===== src/rtl/servile_rr_arbiter.sv =====
// servile_rr_arbiter
// Shares the single servile memory port between the SERV instruction bus (ibus,
// read-only) and data bus (dbus). The grant is registered: a request seen in
// one cycle drives the memory strobe in the next. When both masters request at
// once, the master that was not granted last wins. A per-access watchdog
// completes a hung access with a zero-data ack and a one-cycle o_timeout pulse.
//
// Ports
//   i_clk, i_rst_n        clock (rising edge), asynchronous active-low reset
//   i_wb_ibus_*           ibus request side: adr, stb
//   o_wb_ibus_*           ibus response side: rdt, ack
//   i_wb_dbus_*           dbus request side: adr, dat, sel, we, stb
//   o_wb_dbus_*           dbus response side: rdt, ack
//   o_wb_mem_*            memory request side: adr, dat, sel, we, stb
//   i_wb_mem_*            memory response side: rdt, ack
//   o_timeout             pulses for one cycle on a watchdog-forced completion
//   o_busy                high while either master holds the grant
module servile_rr_arbiter #(
  parameter int unsigned TIMEOUT = 1024,
  parameter int unsigned TW      = $clog2(TIMEOUT + 1)
) (
  input  logic        i_clk,
  input  logic        i_rst_n,
  input  logic [31:0] i_wb_ibus_adr,
  input  logic        i_wb_ibus_stb,
  output logic [31:0] o_wb_ibus_rdt,
  output logic        o_wb_ibus_ack,
  input  logic [31:0] i_wb_dbus_adr,
  input  logic [31:0] i_wb_dbus_dat,
  input  logic [3:0]  i_wb_dbus_sel,
  input  logic        i_wb_dbus_we,
  input  logic        i_wb_dbus_stb,
  output logic [31:0] o_wb_dbus_rdt,
  output logic        o_wb_dbus_ack,
  output logic [31:0] o_wb_mem_adr,
  output logic [31:0] o_wb_mem_dat,
  output logic [3:0]  o_wb_mem_sel,
  output logic        o_wb_mem_we,
  output logic        o_wb_mem_stb,
  input  logic [31:0] i_wb_mem_rdt,
  input  logic        i_wb_mem_ack,
  output logic        o_timeout,
  output logic        o_busy
);

  // With TIMEOUT=0 the derived width collapses to zero; keep a 1-bit counter.
  localparam int unsigned CW = (TW < 1) ? 1 : TW;
  localparam logic [CW-1:0] CntLast = CW'((TIMEOUT > 0) ? TIMEOUT - 1 : 0);
  localparam logic [CW-1:0] CntMax  = '1;
  localparam logic          WdogEn  = (TIMEOUT > 0);

  typedef enum logic [1:0] {StIdle, StGrantI, StGrantD} state_e;

  state_e        state_q, state_d;
  logic          last_dbus_q, last_dbus_d;  // 1: dbus held the most recent grant
  logic [CW-1:0] cnt_q, cnt_d;

  logic grant_i, grant_d;
  logic req_granted;
  logic wdog_fire;

  assign grant_i = (state_q == StGrantI);
  assign grant_d = (state_q == StGrantD);

  always_comb begin
    req_granted = 1'b0;
    if (grant_i) req_granted = i_wb_ibus_stb;
    if (grant_d) req_granted = i_wb_dbus_stb;
  end

  // A real ack in the final watchdog cycle wins over the forced completion.
  assign wdog_fire = WdogEn & req_granted & ~i_wb_mem_ack & (cnt_q == CntLast);

  // Memory port mux; everything reads as zero while idle.
  always_comb begin
    o_wb_mem_adr = '0;
    o_wb_mem_dat = '0;
    o_wb_mem_sel = '0;
    o_wb_mem_we  = 1'b0;
    o_wb_mem_stb = 1'b0;
    unique case (state_q)
      StGrantI: begin
        o_wb_mem_adr = i_wb_ibus_adr;
        o_wb_mem_sel = 4'hF;
        o_wb_mem_stb = i_wb_ibus_stb & ~wdog_fire;
      end
      StGrantD: begin
        o_wb_mem_adr = i_wb_dbus_adr;
        o_wb_mem_dat = i_wb_dbus_dat;
        o_wb_mem_sel = i_wb_dbus_sel;
        o_wb_mem_we  = i_wb_dbus_we;
        o_wb_mem_stb = i_wb_dbus_stb & ~wdog_fire;
      end
      default: ;
    endcase
  end

  // Response routing; a forced completion returns zero data.
  assign o_wb_ibus_ack = grant_i & (i_wb_mem_ack | wdog_fire);
  assign o_wb_dbus_ack = grant_d & (i_wb_mem_ack | wdog_fire);
  assign o_wb_ibus_rdt = (grant_i & ~wdog_fire) ? i_wb_mem_rdt : 32'h0;
  assign o_wb_dbus_rdt = (grant_d & ~wdog_fire) ? i_wb_mem_rdt : 32'h0;
  assign o_timeout     = wdog_fire;
  assign o_busy        = grant_i | grant_d;

  always_comb begin
    state_d     = state_q;
    last_dbus_d = last_dbus_q;
    cnt_d       = cnt_q;
    unique case (state_q)
      StIdle: begin
        if (i_wb_ibus_stb && (!i_wb_dbus_stb || last_dbus_q)) begin
          state_d     = StGrantI;
          last_dbus_d = 1'b0;
          cnt_d       = '0;
        end else if (i_wb_dbus_stb) begin
          state_d     = StGrantD;
          last_dbus_d = 1'b1;
          cnt_d       = '0;
        end
      end
      StGrantI, StGrantD: begin
        if (!i_wb_mem_ack && (cnt_q != CntMax)) cnt_d = cnt_q + 1'b1;
        // Completion, abandoned request or watchdog all return to arbitration.
        if (i_wb_mem_ack || !req_granted || wdog_fire) state_d = StIdle;
      end
      default: state_d = StIdle;
    endcase
  end

  always_ff @(posedge i_clk or negedge i_rst_n) begin
    if (!i_rst_n) begin
      state_q     <= StIdle;
      last_dbus_q <= 1'b1;
      cnt_q       <= '0;
    end else begin
      state_q     <= state_d;
      last_dbus_q <= last_dbus_d;
      cnt_q       <= cnt_d;
    end
  end

endmodule

===== config.mk =====
export PLATFORM = sky130hd
export DESIGN_NAME = servile_rr_arbiter
export DESIGN_NICKNAME = d
export VERILOG_FILES = /design/src/rtl/servile_rr_arbiter.sv
export SDC_FILE = /design/constraint.sdc
export NUM_CORES = 1
export LEC_CHECK = 0
export ABC_CLOCK_PERIOD_IN_PS = 3700
export CELL_PAD_IN_SITES_DETAIL_PLACEMENT = 1
export CELL_PAD_IN_SITES_GLOBAL_PLACEMENT = 1
export CORE_MARGIN = 1
export CORE_UTILIZATION = 16
export DETAILED_ROUTE_END_ITERATION = 10
export PLACE_DENSITY_LB_ADDON = 0.1
export SYNTH_ARGS = -nofsm -noshare
export SYNTH_HDL_FRONTEND = slang
export SYNTH_SLANG_ARGS = --single-unit

===== constraint.sdc =====
create_clock -name i_clk -period 3.7 [get_ports i_clk]
set_input_delay 0.74 -clock i_clk [delete_from_list [all_inputs] [get_ports i_clk]]
set_output_delay 0.74 -clock i_clk [all_outputs]
set_load 0.02 [all_outputs]

==> impl_metrics.json, run 1 <==
{
  "yosysTopAreaCell": "and2_1",
  "place_ws_ns": -0.3565,
  "hold_path_class": "reg -> reg",
  "slew_headroom_pct": 36.07,
  "grt_pass1_wl_um": 18990,
  "cts_tree": "yes",
  "place.gp.congestion": 0.8039,
  "cap_violations": 0,
  "powerDensity_nw_per_um2": 560.8,
  "num_vias": 3234,
  "areaGrowthSynthToFinish_pct": 149.2,
  "setup_viol_count_final": 0,
  "power_leakage_nw": 1.936,
  "hold_viol_final": 0,
  "drtIter0Drc": 130,
  "postCtsSetupBuffers": 0,
  "placed_cell_area_um2": 5007,
  "ant_nets": 0,
  "post-dp-hpwl_um": 10730,
  "fp.dieW_um": 115.6,
  "root_buffer": "clkbuf_16",
  "ys_warn_count": 0,
  "cp_data_arrival_time_ns": 2.92,
  "synthTopCellsByArea": "and2_1 (30%), dfrtp_1 (16%), a22oi_1 (12%), nor2_1 (7.5%), clkbuf_1 (3.6%)",
  "ys.flop_type": "dfrtp_1",
  "worst_setup_path_end_kind": "output port",
  "die_h_um": 115.6,
  "status": "complete, no violations",
  "critPathRequiredTime_ns": 2.96,
  "fin_crit_sh_pct": 98.81,
  "postSynth.asyncResetShare_pct": 100.0,
  "synth-edff-count": 0,
  "rsz0062_at_grt": "true",
  "drcViolationCount": 0,
  "ff2ff_path_depth": 8,
  "hold_path_end": "last_dbus_q",
  "post-route-util_pct": 40.74,
  "hold_start": "last_dbus_q",
  "worstPathMaxFanout": 16,
  "grt_max_degree": 72,
  "fin_total_pwr_mw": 2.883,
  "yosysSeqAreaShare_pct": 17.04,
  "drive_gt1_share_pct": 4.930,
  "ios": 276,
  "start_kind": "input pin",
  "clock_latency_ns": 0.24,
  "synth_largest_type_area_fraction_pct": 29.71,
  "cts.sinks": 14,
  "clockBufferDepth": 2,
  "ir_worst_vdd_v": 0.0002581,
  "die_area_um2": 13350,
  "critPathKind": "in -> out",
  "synth_nets": 446,
  "min_period_ns": 3.656,
  "max_freq_mhz": 273.5,
  "synth.most_common_cell": "and2_1",
  "post-route-cell-area_um2": 5141,
  "drv_slew": 0,
  "cts_hold_buf": 0,
  "vias_per_cell": 4.370,
  "wl_per_cell_um": 18.48,
  "setup_tns_ns": 0,
  "synthTopCellsByCount": "and2_1 (98), nor2_1 (41), a22oi_1 (32), clkbuf_1 (20), nand2_1 (16)",
  "critical_path.reg2reg.endpoint": "state_q[1]",
  "core.rowCount": 41,
  "layout.nets": 711,
  "drt_wl_total_um": 13680,
  "setup_slack_ns": 0.04407,
  "htreeDepth": 1,
  "tightest_slew_ns": 0.9502,
  "antenna_found_initial": 0,
  "overflow": 0,
  "reg2reg_slack_ns": 1.42,
  "syn_inst": 304,
  "grt.total_usage_pct": 18.84,
  "clock_skew_ns": 0.003803,
  "num_antenna_cells": 0,
  "holdPathStages": 2,
  "drt-pass1-iter-count": 6,
  "start_util_pct": 16.35,
  "portBuffers": 275,
  "grt_pass1_vias": 3207,
  "ys_ff_latch": 14,
  "core_area_um2": 12620,
  "synthesis.area_um2": 2063,
  "synth_cell_types": 43,
  "clk_pin_slew_worst_paths_ns": 0.05,
  "numCtsBuffers": 3,
  "reg2reg_from": "state_q[0]",
  "synthesis.area_per_instance_um2": 6.787
}
## cells in the final DEF, fill, tap and decap left out, types with 2 or more instances in the layout
cell	n
dfrtp_1	13
nand2_1	16
a211oi_1	2
o22ai_1	2
o311ai_0	2
a21boi_4	2
nand4_1	2
nand3_1	10
a21boi_2	2
nor2_1	41
ha_1	3
o211ai_1	2
clkdlybuf4s50_1	274
nor3b_1	2
and2_1	98
buf_4	10
nor4_1	6
inv_1	4
nor3_1	2
o21a_1	2
a21oi_1	9
clkbuf_16	3
or2_2	2
a22o_1	2
a22oi_1	32
a211o_1	4
## worst max-delay path, stage by stage
cell	delay, ns
clkdlybuf4s50_1	0.43
nand3b_1	0.12
a211oi_1	0.09
buf_4	0.18
a21boi_2	0.52
and2_1	0.22
clkdlybuf4s50_1	0.60
## flip-flops by register name, summed over array words and instances (netlist names)
| signal | flops |
|---|---|
| cnt_q | 11 |
| last_dbus_q | 1 |
| state_q | 2 |
## routing by layer
layer  global-route usage [%]  wire [µm]  vias to the layer above
met5                        0          0                        -
met4                    4.502        214                        0
met3                    5.178       1222                       10
met2                    35.77       7179                      137
met1                    20.53       5061                     1507
li1                         -          -                     1580
## where the power goes
group	internal [mW]	switching, mW
combinational	1.08	1.36
clock	0.164	0.0662
sequential	0.186	0.0333
## layout make-up
class / count / area, µm²
Multi-Input combinational cell: 260 / 1637
Timing Repair Buffer: 285 / 2830
Clock buffer: 4 / 88.84
Fill cell: 1509 / 7478
Sequential cell: 14 / 351.6
Tap cell: 172 / 215.2
Inverter: 5 / 18.77
## through the flow
step                      hold slack [ns]  cells
after detailed placement           0.5058    734
final                              0.5087    740
after CTS                          0.5142    740
after floorplan                    0.4444    304
after global routing               0.5268    740
after global placement             0.4878    734
## how the worst max path moves through the flow
stage | start | to | slack, ns | cells past startpoint
after floorplan | state_q[0] | o_wb_mem_stb | 1.13 | 5
after global placement | i_wb_ibus_stb | o_wb_dbus_rdt[3] | -0.38 | 7
after detailed placement | i_wb_ibus_stb | o_wb_dbus_rdt[3] | -0.36 | 7
after CTS | i_wb_ibus_stb | o_wb_dbus_rdt[21] | 0.001 | 7
after global routing | i_wb_ibus_stb | o_wb_ibus_rdt[27] | -0.1 | 7
final | i_wb_ibus_stb | o_wb_dbus_rdt[30] | 0.04 | 7
## cells by family after synthesis
family,Yosys count,share of synthesized area [%]
AO/OA/AOI/OAI,66,23.65
adder cells (fa/ha/maj),4,2.426
buffers and inverters,32,6.184
flip-flops,14,17.04
AND/OR/NAND/NOR,188,50.70
## timing repair
action                                  in CTS  in global routing
gates resized for setup                      3                  1
pin swaps                                    2                  0
cloned                                       2                  0
endpoints found under the setup margin      64                 33
(Power assumes the default switching activity.)
==> run 2: changes to the inputs <==
CORE_MARGIN = default   (was 1)
==> results of run 2 <==
The final DEF is identical to that of run 1; final timing and power are the same.
